### config.mk
export PLATFORM = sky130hd
export DESIGN_NAME = mips_avalon_arbiter
export DESIGN_NICKNAME = d
export VERILOG_FILES = /design/src/rtl/mips_avalon_arbiter.sv
export SDC_FILE = /design/constraint.sdc
export NUM_CORES = 1
export LEC_CHECK = 0
export BUFFER_PORTS_ARGS = -buffer_cell sky130_fd_sc_hd__buf_2
export CAP_MARGIN = 10
export CORE_AREA = 2 2 120 122
export DETAILED_ROUTE_END_ITERATION = 16
export DIE_AREA = 0 0 122 124
export HOLD_SLACK_MARGIN = 0.08
export SYNTH_ARGS = -nofsm -noshare
export SYNTH_HDL_FRONTEND = slang
export SYNTH_SLANG_ARGS = --single-unit
### constraint.sdc
create_clock -name clk -period 2.1 [get_ports clk]
set_input_delay 0.105 -clock clk [delete_from_list [all_inputs] [get_ports clk]]
set_output_delay 0.105 -clock clk [all_outputs]
set_load 0.01 [all_outputs]
### src/rtl/mips_avalon_arbiter.sv
// Fixed-priority arbiter sharing the CPU Avalon-MM master between
// write-buffer drain, dcache refill and icache refill.
module mips_avalon_arbiter #(
  parameter int WB_MAX_STREAK = 4,
  parameter int STREAK_BITS   = 3
) (
  input  logic        clk,
  input  logic        rst,
  input  logic        i_read,
  input  logic [31:0] i_addr,
  output logic        i_waitrequest,
  output logic [31:0] i_readdata,
  input  logic        d_read,
  input  logic [31:0] d_addr,
  output logic        d_waitrequest,
  output logic [31:0] d_readdata,
  input  logic        wb_write,
  input  logic [31:0] wb_addr,
  input  logic [31:0] wb_writedata,
  input  logic [3:0]  wb_byteenable,
  input  logic        wb_empty,
  output logic        wb_waitrequest,
  output logic [31:0] avm_address,
  output logic        avm_read,
  output logic        avm_write,
  output logic [31:0] avm_writedata,
  output logic [3:0]  avm_byteenable,
  input  logic        avm_waitrequest,
  input  logic [31:0] avm_readdata
);

  typedef enum logic [1:0] {
    IDLE,
    GNT_WB,
    GNT_D,
    GNT_I
  } state_t;

  localparam logic [STREAK_BITS-1:0] STREAK_MAX =
    STREAK_BITS'(WB_MAX_STREAK);

  state_t state, state_nxt;
  logic [STREAK_BITS-1:0] streak;
  logic [31:0] addr_q;
  logic [31:0] data_q;
  logic [3:0]  be_q;
  logic wb_ok, d_ok, i_ok;
  logic done;

  // dcache reads wait for an empty write buffer to keep RAW order
  always_comb begin
    d_ok  = d_read & wb_empty;
    i_ok  = i_read;
    wb_ok = wb_write &
            ~((streak == STREAK_MAX) & (i_read | d_ok));
    done  = (state != IDLE) & ~avm_waitrequest;
  end

  always_comb begin
    state_nxt = state;
    if (state == IDLE) begin
      if (wb_ok)     state_nxt = GNT_WB;
      else if (d_ok) state_nxt = GNT_D;
      else if (i_ok) state_nxt = GNT_I;
    end else if (done) begin
      state_nxt = IDLE;
    end
  end

  always_ff @(posedge clk) begin
    if (rst) begin
      state  <= IDLE;
      streak <= '0;
      addr_q <= '0;
      data_q <= '0;
      be_q   <= '0;
    end else begin
      state <= state_nxt;
      if (state == IDLE) begin
        if (state_nxt == GNT_WB) begin
          addr_q <= wb_addr;
          data_q <= wb_writedata;
          be_q   <= wb_byteenable;
        end else if (state_nxt == GNT_D) begin
          addr_q <= d_addr;
          data_q <= '0;
          be_q   <= 4'hF;
        end else if (state_nxt == GNT_I) begin
          addr_q <= i_addr;
          data_q <= '0;
          be_q   <= 4'hF;
        end
      end
      if (done) begin
        if ((state == GNT_WB) & (i_read | d_read)) begin
          if (streak != STREAK_MAX) streak <= streak + 1'b1;
        end else begin
          streak <= '0;
        end
      end
    end
  end

  assign avm_address    = addr_q;
  assign avm_writedata  = data_q;
  assign avm_byteenable = be_q;
  assign avm_read       = (state == GNT_D) | (state == GNT_I);
  assign avm_write      = (state == GNT_WB);

  assign wb_waitrequest = ~((state == GNT_WB) & ~avm_waitrequest);
  assign d_waitrequest  = ~((state == GNT_D) & ~avm_waitrequest);
  assign i_waitrequest  = ~((state == GNT_I) & ~avm_waitrequest);
  assign i_readdata     = avm_readdata;
  assign d_readdata     = avm_readdata;

endmodule

==> impl_metrics.csv, run 1 <==
group,metric,value,unit
clock_tree,post_cts_buffers,0,
critical_path,path_max_fanout,32,
logic_synthesis,synthMuxAreaShare,0.746,%
flow_run,cap_violations,0,
placement,post-place-ws,0.0517,ns
placement,dp_cells,719,
pwr,p_total,4.12,mW
final_layout,drive_above_1_share,37.3,%
clock_tree,ctsHtreeMaxLevel,3,
final_layout,area_growth,54.3,%
clock_tree,path_clk_slew,0.06,ns
floorplan,rows,43,
logic_synthesis,yosysTopAreaCell,"dfxtp_1",
final_layout,fillCellCount,1300,
sta,setup_viol,0,
critical_path,cp.required,2.37,ns
pwr,ir_worst_vdd,0.356,mV
sta,fin_skew,0.00592,ns
placement,place_congestion,0.747,
final_layout,seqCellArea,0.00146,mm²
sta,hold_violations,0,
sta,tightest_slew,0.673,ns
placement,dpl.hpwl,10.3,mm
logic_synthesis,yosys.area_share.simple,18.8,%
floorplan,dieHeight,124,µm
route,antenna_left,0,
clock_tree,cts_sinks,73,
critical_path,critical-path-top-delay-family,"compound AO/OA/AOI/OAI gates",
run_status,outcome,"finished clean",
sta,setup_tns,0,ns
floorplan,fp.coreArea,0.0137,mm²
sta,grt_setup_unrepaired,"no",
logic_synthesis,ys_ff_latch,73,
critical_path,criticalPathCategory,"reg2reg",
clock_tree,cts_buffers,9,
sta,finalMaxSlewViolations,0,
global_route,grt_pass1_vias,4544,
sta,setup_slack,0.258,ns
global_route,overflow,0,
critical_path,crit_chain,"inv_1, ha_1, nand2_1, o211a_2, a22o_1",
global_route,grt_max_degree,66,
pwr,powerDensity,664,mW/mm²
sta,fin_crit_sh,87.7,%
critical_path,r2r_cells,5,
global_route,track_usage,20.2,%
critical_path,crit_arrival,2.11,ns
sta,fmax,0.543,GHz
final_layout,multi_input_area,0.00179,mm²
logic_synthesis,synthMostInstantiatedCell,"nand4_1",
logic_synthesis,ys.flop_type,"dfxtp_1",
logic_synthesis,synth_compound_area_share,24.0,%
route,first_pass_iters,4,
critical_path,cp-end-kind,"register",
clock_tree,root_buffer,"clkbuf_16",
logic_synthesis,yosys-top-cells-count,"nand4_1, dfxtp_1, buf_4",
final_layout,stdcell_count,859,
clock_tree,cts_buffer_depth,2,
logic_synthesis,synth_top_family_by_area,"compound AO/OA/AOI/OAI gates",
logic_synthesis,avgSynthCellArea,9.23,µm²
clock_tree,cts_resized,0,
floorplan,die_x,122,µm
global_route,grt_antenna_before_repair,1,
hold_path,whs_path_depth,3,
hold_path,min_path_type,"in2reg",
logic_synthesis,synth_cell_type_count,37,
critical_path,crit_path_max_incr_delay,0.65,ns
logic_synthesis,synthTopCellsByArea,"dfxtp_1, nand4_1, buf_4",
logic_synthesis,synthAdderAreaFrac,0.622,%
logic_synthesis,synth_nets,609,
logic_synthesis,synth_edf_count,0,
clock_tree,cts_hold_buffers,122,
floorplan,die_area,0.0151,mm²
critical_path,slowest_stage,"o211a_2",
route,vias,4706,
final_layout,final_nets,846,
logic_synthesis,synth_top_area_share,36.3,%
critical_path,worstSetupPathDepth,5,
logic_synthesis,synth_seq_area_share,36.3,%
route,wl_per_cell,18.9,µm
logic_synthesis,synthArstFlopShare,0,%
route,viasPerCell,5.48,
route,wl,16.2,mm
route,drc,0,
logic_synthesis,yosys_warnings,0,
route,drt_iter0_drc,258,
clock_tree,clkLatencyLatePin,0.33,ns
floorplan,initial_core_util,29.3,%
logic_synthesis,synth-xor-area-share,0,%
critical_path,critPathLaunchType,"register",
sta,timing.final.crit_period,1.84,ns
logic_synthesis,syn_area,0.00403,mm²
clock_tree,cts_tree,"done",
sta,relSlewSlack,55.1,%
floorplan,ios,308,
placement,numPortBuffers,211,
critical_path,crit_buf_inv,1,
logic_synthesis,netlist_instances,436,
pwr,p_leak,2.71,nW
global_route,grt_first_pass_wirelength,23.6,mm
## final cells by class
class                   count  share of cell area (%)
inverters                   4                   0.242
well taps                 180                    3.62
flip-flops and latches     73                    23.5
multi-input cells         238                    28.9
clock inverters             4                   0.826
clock buffers              12                    4.13
repair buffers            347                    38.7
diodes                      1                  0.0403
## report_power, final
part	total [mW]	leakage, nW	switching, mW	internal, mW
Clock	1.57	0.149	0.583	0.984
Combinational	0.969	1.96	0.498	0.471
Sequential	1.59	0.600	0.0761	1.51
Total	4.12	2.71	1.16	2.97
## sequential cells by signal, summed over array words and instances, names as in the netlist
name and count:
avm_address 32, avm_byteenable 4, avm_writedata 32, state 2, streak 3
## cells in the final DEF, fill, tap and decap left out, types with 4 or more instances in the layout
cell	count
clkbuf_16	9
o211ai_1	33
nand2_1	4
dlygate4sd3_1	122
o221a_2	4
a22o_1	32
o2111ai_1	32
buf_4	12
nand4_1	101
dfxtp_1	73
buf_2	211
## cell families (layout without fill, tap and decap cells)
| group | after synthesis | after routing |
|---|---|---|
| compound gates | 113 | 113 |
| fa+ha+maj | 2 | 2 |
| buf+inv | 125 | 367 |
| flops | 73 | 73 |
| mux | 3 | 3 |
| other cells | 0 | 1 |
| simple gates | 120 | 120 |
## worst reg2reg max path, delay by kind of cell, from the launching register on
kind                     cells  cell delay, ns
adder cells (fa/ha/maj)      1            0.23
AO/OA/AOI/OAI                2            0.91
flip-flops                   1            0.35
buffers and inverters        1            0.07
AND/OR/NAND/NOR              1            0.20
## worst paths after layout
kind | startpoint | end | slack [ns]
worst min-delay path | wb_addr[3] | avm_address[3] | 0.09
worst min register to register | avm_writedata[15] | avm_writedata[15] | 0.47
worst max register to register | streak[0] | avm_writedata[25] | 0.26
worst max-delay path | streak[0] | avm_writedata[25] | 0.26
## routing by layer
layer	global-route usage, %	wire [µm]	vias up
li1	-	-	2151
met1	21.7	6130	2199
met2	37.7	8280	310
met3	5.49	1420	46
met4	7.97	398	0
met5	0	0	-
## stage by stage
step / utilization [%] / instance area, µm² / hold WS [ns]
global placement: 34.0 / 4660 / 0.210
detailed placement: 34.0 / 4660 / 0.210
floorplan: - / 4030 / 0.174
finish: 45.3 / 6210 / 0.0898
global route: 45.3 / 6210 / 0.0918
CTS: 45.1 / 6190 / 0.0817
No activity file was read; power rests on OpenSTA's default activity.
==> run 2: changes to the inputs <==
==> constraint.sdc (replaced) <==
create_clock -name clk -period 2.1 [get_ports clk]
set_input_delay 0.21 -clock clk [delete_from_list [all_inputs] [get_ports clk]]
set_output_delay 0.21 -clock clk [all_outputs]
set_load 0.01 [all_outputs]
==> impl_metrics.csv, run 2 (synthesis gave the netlist of run 1 again) <==
group,metric,value,unit
final_layout,fillCellCount,1463,
pwr,powerDensity,777,mW/mm²
route,vias,4083,
sta,fin_skew,0.00933,ns
pwr,p_leak,2.21,nW
floorplan,die_area,0.0151,mm²
global_route,grt_pass1_vias,3777,
route,drc,0,
critical_path,crit_arrival,2.09,ns
sta,timing.final.crit_period,1.82,ns
floorplan,dieHeight,124,µm
route,antenna_left,0,
clock_tree,cts_buffers,9,
critical_path,criticalPathCategory,"reg2reg",
sta,fin_crit_sh,86.8,%
clock_tree,root_buffer,"clkbuf_16",
placement,post-place-ws,0.0667,ns
sta,finalMaxSlewViolations,0,
global_route,grt_antenna_before_repair,2,
floorplan,initial_core_util,29.3,%
route,first_pass_iters,4,
final_layout,area_growth,24.5,%
floorplan,rows,43,
final_layout,final_cell_mix,"buf_2, nand4_1, dfxtp_1",
floorplan,ios,308,
final_layout,layout_commonest_cell,"buf_2",
critical_path,path_max_fanout,32,
clock_tree,cts_resized,0,
route,wl,14.4,mm
clock_tree,path_clk_slew,0.06,ns
global_route,grt_max_degree,67,
floorplan,die_x,122,µm
critical_path,cp-end-kind,"register",
critical_path,critPathLaunchType,"register",
clock_tree,clkLatencyLatePin,0.34,ns
run_status,outcome,"finished clean",
sta,setup_slack,0.278,ns
sta,grt_setup_unrepaired,"no",
sta,fmax,0.549,GHz
global_route,track_usage,18.0,%
sta,relSlewSlack,55.5,%
sta,hold_violations,0,
clock_tree,cts_hold_buffers,1,
route,viasPerCell,5.52,
flow_run,cap_violations,0,
sta,setup_viol,0,
final_layout,final_nets,727,
clock_tree,ctsHtreeMaxLevel,3,
hold_path,min_path_type,"in2reg",
pwr,ir_worst_vdd,0.381,mV
floorplan,fp.coreArea,0.0137,mm²
route,drt_iter0_drc,178,
global_route,grt_first_pass_wirelength,20.9,mm
global_route,overflow,0,
placement,place_congestion,0.745,
sta,setup_tns,0,ns
placement,dpl.hpwl,10.5,mm
final_layout,final_util,36.5,%
final_layout,drive_above_1_share,45.4,%
placement,numPortBuffers,211,
final_layout,final_design_area_no_fill,0.00501,mm²
critical_path,cp.required,2.37,ns
clock_tree,cts_tree,"done",
clock_tree,cts_buffer_depth,2,
clock_tree,post_cts_buffers,0,
clock_tree,cts_sinks,73,
pwr,p_total,3.90,mW
placement,place_area,0.00469,mm²
sta,tightest_slew,0.667,ns
route,wl_per_cell,19.5,µm
[run 2: cell types whose count changed in the layout (fill, tap and decap cells not counted), sizes merged]
| cell | change |
|---|---|
| dlygate4sd3 | -121 |
| buf | +2 |
| clkbuf | -1 |
| clkinv | +1 |
[run 2: worst paths after layout]
kind                          start                 to  slack, ns  cells past startpoint
setup / recovery          streak[0]   avm_writedata[6]       0.28                      5
hold / removal     wb_writedata[17]  avm_writedata[17]        0.1                      2
setup reg to reg          streak[0]   avm_writedata[6]       0.28                      5
hold reg to reg   avm_writedata[31]  avm_writedata[31]       0.47                      1
[run 2: power by group]
group          switching, mW  total [mW]  leakage [nW]  internal [mW]
registers             0.0752        1.59         0.600           1.51
clock network          0.600        1.52         0.139          0.918
logic                  0.458       0.790          1.47          0.332
[run 2: metrics by stage]
step | hold slack (ns) | cells
3_5_place_dp | 0.420 | 721
5_1_grt | 0.0896 | 740
2_1_floorplan | 0.279 | 436
3_3_place_gp | 0.420 | 721
4_1_cts | 0.0884 | 738
6_report | 0.0973 | 740
[run 2: routing by layer]
| layer | vias up | track usage (%) | routed length (µm) |
|---|---|---|---|
| met5 | - | 0 | 13 |
| met4 | 2 | 6.47 | 239 |
| li1 | 1909 | - | - |
| met3 | 18 | 4.49 | 1290 |
| met1 | 1902 | 21.0 | 5740 |
| met2 | 252 | 31.8 | 7160 |
[run 2: area by class of cell]
| type | count | area (µm²) | area share (%) |
|---|---|---|---|
| multi-input combinational | 238 | 1790 | 35.8 |
| sequential | 73 | 1460 | 29.2 |
| timing repair buffer | 228 | 1220 | 24.4 |
| clock buffer | 11 | 233 | 4.64 |
| tap | 180 | 225 | 4.49 |
| clock inverter | 5 | 56.3 | 1.12 |
| inverter | 4 | 15.0 | 0.300 |
| antenna | 1 | 2.50 | 0.0499 |
[run 2: worst max-delay path: stages (launching register included)]
cell     delay (ns)
dfxtp_1        0.36
inv_1          0.07
ha_1           0.22
nand2_1        0.20
o211a_2        0.65
a22o_1         0.25
